===== src/rtl/pc_unit_if.sv =====
// pc_unit_if: branch-resolution inputs and fetch-address outputs of the program-counter unit.
interface pc_unit_if #(
  parameter int ADDR_W   = 64,
  parameter int COND_W   = 19,
  parameter int UNCOND_W = 26
);
  logic                stall;
  logic                br_valid;
  logic                br_taken;
  logic                uncond_br;
  logic                br_reg_en;
  logic                link;
  logic                ret;
  logic [COND_W-1:0]   cond_imm;
  logic [UNCOND_W-1:0] br_imm;
  logic [ADDR_W-1:0]   reg_target;
  logic [ADDR_W-1:0]   counter;
  logic                redirect_pending;
  logic                misalign;
  logic                ras_empty;
  modport master (
    output stall, br_valid, br_taken, uncond_br, br_reg_en, link, ret, cond_imm, br_imm, reg_target,
    input  counter, redirect_pending, misalign, ras_empty
  );
  modport slave (
    input  stall, br_valid, br_taken, uncond_br, br_reg_en, link, ret, cond_imm, br_imm, reg_target,
    output counter, redirect_pending, misalign, ras_empty
  );
endinterface


===== src/rtl/pc_unit.sv =====
// pc_unit: program counter with stall, one-entry redirect buffer, indirect jumps and
// an optional return-address stack built when PC_RAS_EN is defined.
module pc_unit #(
  parameter int              ADDR_W    = 64,
  parameter int              COND_W    = 19,
  parameter int              UNCOND_W  = 26,
  parameter logic [ADDR_W-1:0] RESET_VEC = '0,
  parameter int              RAS_DEPTH = 4
) (
  input logic       clk,
  input logic       reset,
  pc_unit_if.slave  bus
);
  logic [ADDR_W-1:0] counter_q, counter_d, pend_tgt_q, pend_tgt_d;
  logic [ADDR_W-1:0] target, seq_pc, offset, ras_top;
  logic              pend_q, pend_d, mis_q, mis_d;
  logic              take, pop, ind, ras_empty_w;
  assign take   = bus.br_valid & bus.br_taken;
  assign ind    = bus.br_reg_en | (bus.ret & ~pop);
  assign seq_pc = counter_q + ADDR_W'(4);
  always_comb begin
    offset     = bus.uncond_br ? {{(ADDR_W-UNCOND_W){bus.br_imm[UNCOND_W-1]}}, bus.br_imm}
                               : {{(ADDR_W-COND_W){bus.cond_imm[COND_W-1]}}, bus.cond_imm};
    target     = pop ? ras_top : ind ? {bus.reg_target[ADDR_W-1:2], 2'b00} : counter_q + (offset << 2);
    counter_d  = bus.stall ? counter_q : take ? target : pend_q ? pend_tgt_q : seq_pc;
    pend_d     = bus.stall & (take | pend_q);
    pend_tgt_d = (bus.stall & take) ? target : pend_tgt_q;
    mis_d      = take & ind & (|bus.reg_target[1:0]);
  end
  always_ff @(posedge clk or negedge reset) begin
    if (!reset) begin
      counter_q  <= RESET_VEC;
      pend_q     <= 1'b0;
      pend_tgt_q <= '0;
      mis_q      <= 1'b0;
    end else begin
      counter_q  <= counter_d;
      pend_q     <= pend_d;
      pend_tgt_q <= pend_tgt_d;
      mis_q      <= mis_d;
    end
  end
`ifdef PC_RAS_EN
  localparam int PW = $clog2(RAS_DEPTH);
  logic [ADDR_W-1:0] ras_q [RAS_DEPTH];
  logic [ADDR_W-1:0] ras_d [RAS_DEPTH];
  logic [PW-1:0]     sp_q, sp_d;
  logic [PW:0]       cnt_q, cnt_d;
  assign ras_empty_w = cnt_q == '0;
  assign ras_top     = ras_q[sp_q - 1'b1];
  assign pop         = bus.ret & ~ras_empty_w;
  // sp points at the next free slot; when full it points at the oldest entry, so a push overwrites it
  always_comb begin
    ras_d = ras_q;
    sp_d  = sp_q;
    cnt_d = cnt_q;
    if (take & bus.link & pop) ras_d[sp_q - 1'b1] = seq_pc;
    else if (take & bus.link) begin
      ras_d[sp_q] = seq_pc;
      sp_d        = sp_q + 1'b1;
      cnt_d       = (cnt_q == (PW+1)'(RAS_DEPTH)) ? cnt_q : cnt_q + 1'b1;
    end else if (take & pop) begin
      sp_d  = sp_q - 1'b1;
      cnt_d = cnt_q - 1'b1;
    end
  end
  always_ff @(posedge clk or negedge reset) begin
    if (!reset) begin
      sp_q  <= '0;
      cnt_q <= '0;
    end else begin
      sp_q  <= sp_d;
      cnt_q <= cnt_d;
    end
  end
  always_ff @(posedge clk) ras_q <= ras_d;
`else
  assign ras_empty_w = 1'b1;
  assign ras_top     = '0;
  assign pop         = 1'b0;
`endif
  assign bus.counter          = counter_q;
  assign bus.redirect_pending = pend_q;
  assign bus.misalign         = mis_q;
  assign bus.ras_empty        = ras_empty_w;
endmodule

===== src/flat_wrapper.sv =====
// flat-port wrapper written by rule: the top's interface ports become plain ports
module pc_unit_flat 
#(
  parameter int              ADDR_W    = 64,
  parameter int              COND_W    = 19,
  parameter int              UNCOND_W  = 26,
  parameter logic [ADDR_W-1:0] RESET_VEC = '0,
  parameter int              RAS_DEPTH = 4
)
  (clk, reset, bus_stall, bus_br_valid, bus_br_taken, bus_uncond_br, bus_br_reg_en, bus_link, bus_ret, bus_cond_imm, bus_br_imm, bus_reg_target, bus_counter, bus_redirect_pending, bus_misalign, bus_ras_empty);
  pc_unit_if #(.ADDR_W(ADDR_W), .COND_W(COND_W), .UNCOND_W(UNCOND_W)) bus_i ();
  input logic clk;
  input logic reset;
  input wire logic [$bits(bus_i.stall)-1:0] bus_stall;
  input wire logic [$bits(bus_i.br_valid)-1:0] bus_br_valid;
  input wire logic [$bits(bus_i.br_taken)-1:0] bus_br_taken;
  input wire logic [$bits(bus_i.uncond_br)-1:0] bus_uncond_br;
  input wire logic [$bits(bus_i.br_reg_en)-1:0] bus_br_reg_en;
  input wire logic [$bits(bus_i.link)-1:0] bus_link;
  input wire logic [$bits(bus_i.ret)-1:0] bus_ret;
  input wire logic [$bits(bus_i.cond_imm)-1:0] bus_cond_imm;
  input wire logic [$bits(bus_i.br_imm)-1:0] bus_br_imm;
  input wire logic [$bits(bus_i.reg_target)-1:0] bus_reg_target;
  output wire logic [$bits(bus_i.counter)-1:0] bus_counter;
  output wire logic [$bits(bus_i.redirect_pending)-1:0] bus_redirect_pending;
  output wire logic [$bits(bus_i.misalign)-1:0] bus_misalign;
  output wire logic [$bits(bus_i.ras_empty)-1:0] bus_ras_empty;
  assign bus_i.stall = bus_stall;
  assign bus_i.br_valid = bus_br_valid;
  assign bus_i.br_taken = bus_br_taken;
  assign bus_i.uncond_br = bus_uncond_br;
  assign bus_i.br_reg_en = bus_br_reg_en;
  assign bus_i.link = bus_link;
  assign bus_i.ret = bus_ret;
  assign bus_i.cond_imm = bus_cond_imm;
  assign bus_i.br_imm = bus_br_imm;
  assign bus_i.reg_target = bus_reg_target;
  assign bus_counter = bus_i.counter;
  assign bus_redirect_pending = bus_i.redirect_pending;
  assign bus_misalign = bus_i.misalign;
  assign bus_ras_empty = bus_i.ras_empty;
  pc_unit #(.ADDR_W(ADDR_W), .COND_W(COND_W), .UNCOND_W(UNCOND_W), .RESET_VEC(RESET_VEC), .RAS_DEPTH(RAS_DEPTH)) u_core (.clk(clk), .reset(reset), .bus(bus_i));
endmodule

===== config.mk =====
export PLATFORM = sky130hd
export DESIGN_NAME = pc_unit_flat
export DESIGN_NICKNAME = d
export VERILOG_FILES = /design/src/rtl/pc_unit_if.sv /design/src/rtl/pc_unit.sv /design/src/flat_wrapper.sv
export SDC_FILE = /design/constraint.sdc
export NUM_CORES = 1
export LEC_CHECK = 0
export ABC_AREA = 1
export BUFFER_PORTS_ARGS = -buffer_cell sky130_fd_sc_hd__buf_2
export CORE_MARGIN = 3
export CORE_UTILIZATION = 55
export CTS_CLUSTER_DIAMETER = 200
export DETAILED_ROUTE_END_ITERATION = 10
export GPL_TIMING_DRIVEN = 0
export PLACE_DENSITY = 0.79
export SLEW_MARGIN = 20
export SYNTH_ARGS = -nofsm -noshare
export SYNTH_HDL_FRONTEND = slang
export SYNTH_SLANG_ARGS = --single-unit

===== constraint.sdc =====
create_clock -name clk -period 2.3 [get_ports clk]
set_input_delay 0.46 -clock clk [delete_from_list [all_inputs] [get_ports clk]]
set_output_delay 0.46 -clock clk [all_outputs]
set_load 0.02 [all_outputs]

### After elaboration in Yosys (flattened, before gate mapping)

Cells that the tools add are included.
W data, S select, Z words.

| storage, ports and cells | value |
|---|---|
| logic and storage cells | 18 |
| output and inout bits | 67 |
| bits in registers | 130 |
| bits of input ports | 118 |

| operators by class | value |
|---|---|
| bitwise operators | 7 |
| multiplexer cells | 4 |
| reductions and logical operators | 1 |
| $add $sub $neg | 2 |

Operators with widths:

| kind | count |
|---|---|
| $mux W64 | 3 |
| $add A64 B3 Y64 const B | 1 |
| $add A64 B64 Y64 | 1 |
| $mux W62 | 1 |
| $and A1 B1 Y1 | 5 |
| $or A1 B1 Y1 | 2 |
| $reduce_or A2 Y1 | 1 |

### Logic depth before layout (Yosys ltp)

| logic depth | value |
|---|---|
| depth after elaboration | 4 |
| depth in mapped cells | 23 |
| depth with buffers taken out | 21 |

### Worst setup path after synthesis

Ideal clock, no wire load.

| timing path | value |
|---|---|
| path kind | input-to-reg |
| from | input bus_uncond_br |
| to | register u_core.counter_q[60], in the netlist u_core.bus.counter[60] |
| path slack | -1.020 ns |
| arrival | 3.203 ns |
| stages | 18 |
| library setup time | 0.117 ns |
| data required time | 2.183 ns |
| path through | buf_2 inv_2 nand2_1 nand2_1 ha_1 nand2_1 nor2_2 inv_1 nor2_1 nand2_1 nor3_1 nand2_1 nand2_1 nand2_1 nand3_1 nand3_1 nand2_1 nand2_1 |

| on the way | value |
|---|---|
| word-level cells in the longest chain between the ends | 4 |

RTL lines:

| element | line | source |
|---|---|---|
| start, declared | flat_wrapper.sv:17 | `input wire logic [$bits(bus_i.uncond_br)-1:0] bus_uncond_br;` |
| $mux W62 | pc_unit.sv:22 | `offset = bus.uncond_br ? {{(ADDR_W-UNCOND_W){bus.br_imm[UNCOND_W-1]}}, bus.br_imm}` |
| $add A64 B64 Y64 | pc_unit.sv:24 | `target = pop ? ras_top : ind ? {bus.reg_target[ADDR_W-1:2], 2'b00} : counter_q + (offset << 2);` |
| $mux W64 | pc_unit.sv:24 |  |
| $mux W64 | pc_unit.sv:25 | `counter_d = bus.stall ? counter_q : take ? target : pend_q ? pend_tgt_q : seq_pc;` |
| end signal, assigned | pc_unit.sv:37 | `counter_q <= counter_d;` |
| end, declared | pc_unit.sv:14 | `logic [ADDR_W-1:0] counter_q, counter_d, pend_tgt_q, pend_tgt_d;` |

No other way between the ends.
A chain may end at the register's enable or synchronous reset.

### Worst setup path after layout

| timing path | value |
|---|---|
| from | register u_core.counter_q[25], in the netlist u_core.bus.counter[25] |
| to | register u_core.counter_q[34], in the netlist u_core.bus.counter[34] |

| on the way | value |
|---|---|
| word-level cells in the longest chain between the ends | 3 |

RTL lines:

| element | line |
|---|---|
| $add A64 B3 Y64 / $add A64 B64 Y64 (equally long branches) | pc_unit.sv:20, pc_unit.sv:24 |
| $mux W64 (on tied branches) | pc_unit.sv:25, pc_unit.sv:24 |
| $mux W64 (*) | pc_unit.sv:25 |

Mark *: on every way between the ends. The rest lies on a longest branch, timed or not.

==> qor.log <==
qor: pwr.p_sw 0.00728 W
qor: clock_tree.cts_inserted_buffers 17
qor: cells_and_area.syn2layout_area_growth 39.1%
qor: pwr.power_frac_seq 23.7%
qor: grt.top_usage_layer met2
qor: critical_path.endpoint_of_the_worst_slack_reg_to_reg_timing_path u_core.bus.counter[34]
qor: critical_path.critPathMaxStageDelay 570 ps
qor: job.maxCapViolCount 0
qor: critical_path.worst-r2r-setup-slack -380 ps
qor: place.placement.cell_area 16500 µm²
qor: clock_tree.clkLatencyLatePin 430 ps
qor: cells_and_area.most-common-layout-cells nand2_1, inv_1, buf_2
qor: sta.timing.final.crit_period 2680 ps
qor: routing.detail-route-antenna-nets 0
qor: critical_path.r2r_cells 14
qor: die.ioPinCount 185
qor: sta.setup-violations-final 90
qor: grt.grt_max_degree 71
qor: pwr.design_internal_power 0.00776 W
qor: routing.vias 20200
qor: sta.finalHoldViolations 0
qor: pwr.power_frac_comb 54.8%
qor: grt.grt_pass1_wl 98000 µm
qor: die.floorplan.initialDensity 56.7%
qor: clock_tree.cts.reportedPaths.clkPinSlew 60 ps
qor: routing.drc 0
qor: critical_path.critPathArrivalTime 3020 ps
qor: critical_path.timing.critical_path.cells ha_4 -> nand2_2 -> inv_1 -> nand2_1 -> nand2_1 -> a21oi_4 -> nor2_1 -> nor2_1 -> nand2_1 -> nand2_1 -> nand3_2 -> nand2_4 -> nor2_1 -> o22ai_1
qor: sta.fmax 0.373 GHz
qor: cells_and_area.finalInstanceArea 20100 µm²
qor: outcome.failing_checks negative setup slack
qor: grt.antenna_found_initial 0
qor: sta.timing.final.crit_share 116%
qor: sta.finalClockSkew 10.9 ps
qor: cells_and_area.n_fill_cell 1829
qor: critical_path.worst_setup_path_startpoint u_core.bus.counter[25]
qor: cells_and_area.antenna_fix_cells 0
qor: cells_and_area.final_net_count 3088
qor: grt.grt.met1_usage 57.4%
qor: critical_path.worstPathMaxFanout 4
qor: yosys.number_of_enable_flip_flop_cells_after_synthesis 0
qor: cells_and_area.fin_util 78.9%
qor: grt.globalRouteTotalUtil 45.3%
qor: critical_path.cp.buffers_inverters 1
qor: clock_tree.clock-sinks 130
qor: critical_path.setup.worst_path.end_class register
qor: outcome.status finished with violations
qor: grt.grt_util_met3 13.0%
qor: place.port_buffers 181
qor: cells_and_area.leading_cell_type_in_the_layout_fill_and_taps_excluded nand2_1
qor: sta.layout_setup_ws -378 ps
qor: critical_path.path_delay_family simple AND/OR/NAND/NOR gates
qor: critical_path.number_of_cells_on_the_critical_path 14
qor: sta.grt_setup_unrepaired true
qor: clock_tree.cts_max_path_buffers 2
qor: yosys.post_synth_instance_area 14500 µm²
qor: die.die_area 28300 µm²
qor: sta.relSlewSlack 26.4%
qor: sta.tns -12940 ps
qor: die.die_width 168 µm
qor: critical_path.critical_path.slowest_cell dfrtp_1
qor: cells_and_area.drive_above_1_share 30.0%
qor: critical_path.startpoint_of_the_most_critical_register_to_register_path u_core.bus.counter[25]
qor: grt.grt_pass1_vias 17700
qor: pwr.cellLeakagePower 10.3 nW
qor: pwr.power.density_cell_area 746 nW/µm²
qor: yosys.dominantRegCellSynth dfrtp_1
qor: routing.drtIter0Drc 3461
qor: die.core_area 25500 µm²
qor: routing.wirelength 74400 µm
qor: pwr.clk_network_pwr_share 21.4%
qor: grt.gr-usage-met2 69.5%
qor: sta.tightest_slew 1100 ps
qor: hold_path.timing.hold.worst.class in -> reg
qor: clock_tree.cts_root_buf clkbuf_16
qor: critical_path.critical_path.most_common_cell nand2_1
qor: yosys.synth.ff_latch_count 130
qor: routing.avgRoutedWirePerCell 22.9 µm
qor: critical_path.endpoint_required_time_on_the_critical_path 2640 ps
qor: yosys.synth-async-reset-ratio 100%
qor: grt.total_overflow_reported_by_the_global_router 0
qor: die.placement_rows 58
qor: routing.via_density_per_instance 6.23
qor: critical_path.critical_path.endpoint u_core.bus.counter[34]
qor: pwr.fin_total_pwr 0.0150 W
qor: place.finalWeightedCongestion 1.09
qor: cells_and_area.multi_input_area 12400 µm²
qor: sta.timing_max_transition_violations_final 0
qor: pwr.power.share.switching 48.4%
qor: sta.final.hold.worst_slack 330 ps
qor: clock_tree.tritoncts_clock_tree yes
qor: critical_path.worst_setup_path_start_kind register
qor: pwr.max-vdd-ir-drop 0.673 mV
qor: yosys.sequential_element_share_of_the_synthesized_area 22.5%
qor: clock_tree.ctsHtreeMaxLevel 4
qor: yosys.synthDistinctLibCells 45
qor: yosys.synthesis.instances 2637
qor: die.die_h 168 µm
qor: place.detailed_place_hpwl 51100 µm
qor: yosys.avgSynthCellArea 5.49 µm²
qor: cells_and_area.final-seq-area 3310 µm²
qor: yosys.synthesis.yosys.warnings 0
qor: routing.drt-pass1-iter-count 7
qor: yosys.syn-num-nets 2818
qor: critical_path.path_class reg -> reg
## worst min path at each step
stage	startpoint	endpoint	slack, ps	cells after the start
2_1_floorplan	reset	u_core.bus.counter[0]	160	0
3_3_place_gp	u_core.pend_tgt_q[0]	u_core.pend_tgt_q[0]	460	2
5_1_grt	bus_reg_target[5]	u_core.pend_tgt_q[5]	370	5
4_1_cts	bus_reg_target[5]	u_core.pend_tgt_q[5]	340	5
3_5_place_dp	reset	u_core.pend_tgt_q[56]	420	1
6_report	bus_reg_target[0]	u_core.bus.misalign	330	3
## worst min-delay path: stages
cell and delay [ps]:
buf_2 100, nor2_1 90, nor3_1 60
## power by group through the flow
stage | sequential [W] | clock, W | combinational, W
detailed placement | 0.00347 | 0 | 0.00573
floorplan | 0.00340 | 0 | 0.00384
CTS | 0.00348 | 0.00319 | 0.00639
finish | 0.00357 | 0.00322 | 0.00825
global route | 0.00355 | 0.00331 | 0.00868
global placement | 0.00345 | 0 | 0.00559
## cell usage after synthesis, drive strengths merged (2+ instances only)
cell       n  area, µm²
clkinv     3       12.5
xor2      48        420
a21oi     89        445
o21a       2       15.0
and2       4       25.0
mux2i      2       20.0
nor3      42        235
buf       13       60.1
nor2     209        865
xnor2     21        184
a21o       2       15.0
nand4     18        113
a22oi      6       45.0
a31oi     25        156
inv      403       1510
clkbuf    58        218
nand3b     5       37.5
nand2   1203       4540
or2        3       18.8
nand3    158        803
dfrtp    130       3250
a21boi     2       15.0
ha        62        776
o21bai     8       60.1
o21ai    113        566
## logic make-up after synthesis
| group | after synthesis | synth area share, % |
|---|---|---|
| muxes | 2 | 0.138 |
| adders and majority gates | 63 | 5.49 |
| AOI/OAI and AO/OA | 251 | 9.31 |
| buffers and inverters | 477 | 12.4 |
| other | 1 | 0.0259 |
| and+or+nand+nor | 1644 | 46.0 |
| DFF | 130 | 22.5 |
| xor gates and xnor gates | 69 | 4.17 |
## cell type report
class / instances / share of cell area (%)
inverter: 406 / 7.66
buffer: 71 / 1.63
timing repair buffer: 244 / 7.10
multi-input combinational: 2037 / 61.7
clock buffer: 20 / 2.27
clock inverter: 12 / 1.12
sequential: 130 / 16.4
tap: 330 / 2.05
## metal layers
layer / vias up / wire length, µm
met5: - / 73
met4: 2 / 6360
met3: 547 / 11200
met2: 1830 / 31400
met1: 9163 / 25300
li1: 8692 / -
## registers in the layout, summed over array words and instances (netlist names)
register / count
u_core.bus.counter: 64
u_core.pend_tgt_q: 64
u_core.bus.misalign: 1
u_core.bus.redirect_pending: 1
## metrics by stage
stage               cells  worst slack [ps]
global route         3250              -359
CTS                  3208             -79.7
detailed placement   3149              -924
floorplan            2637              -255
finish               3250              -378
global placement     3148              -923
## timing repair
action,4_1_cts,5_1_grt
hold buffers,1,0
resized for setup,200,407
endpoints found under the setup margin,102,105
hold endpoints to repair,54,0
buffers inserted,20,40
cloned,6,2
pin swaps,29,125
Power figures use the tool's default switching activity.
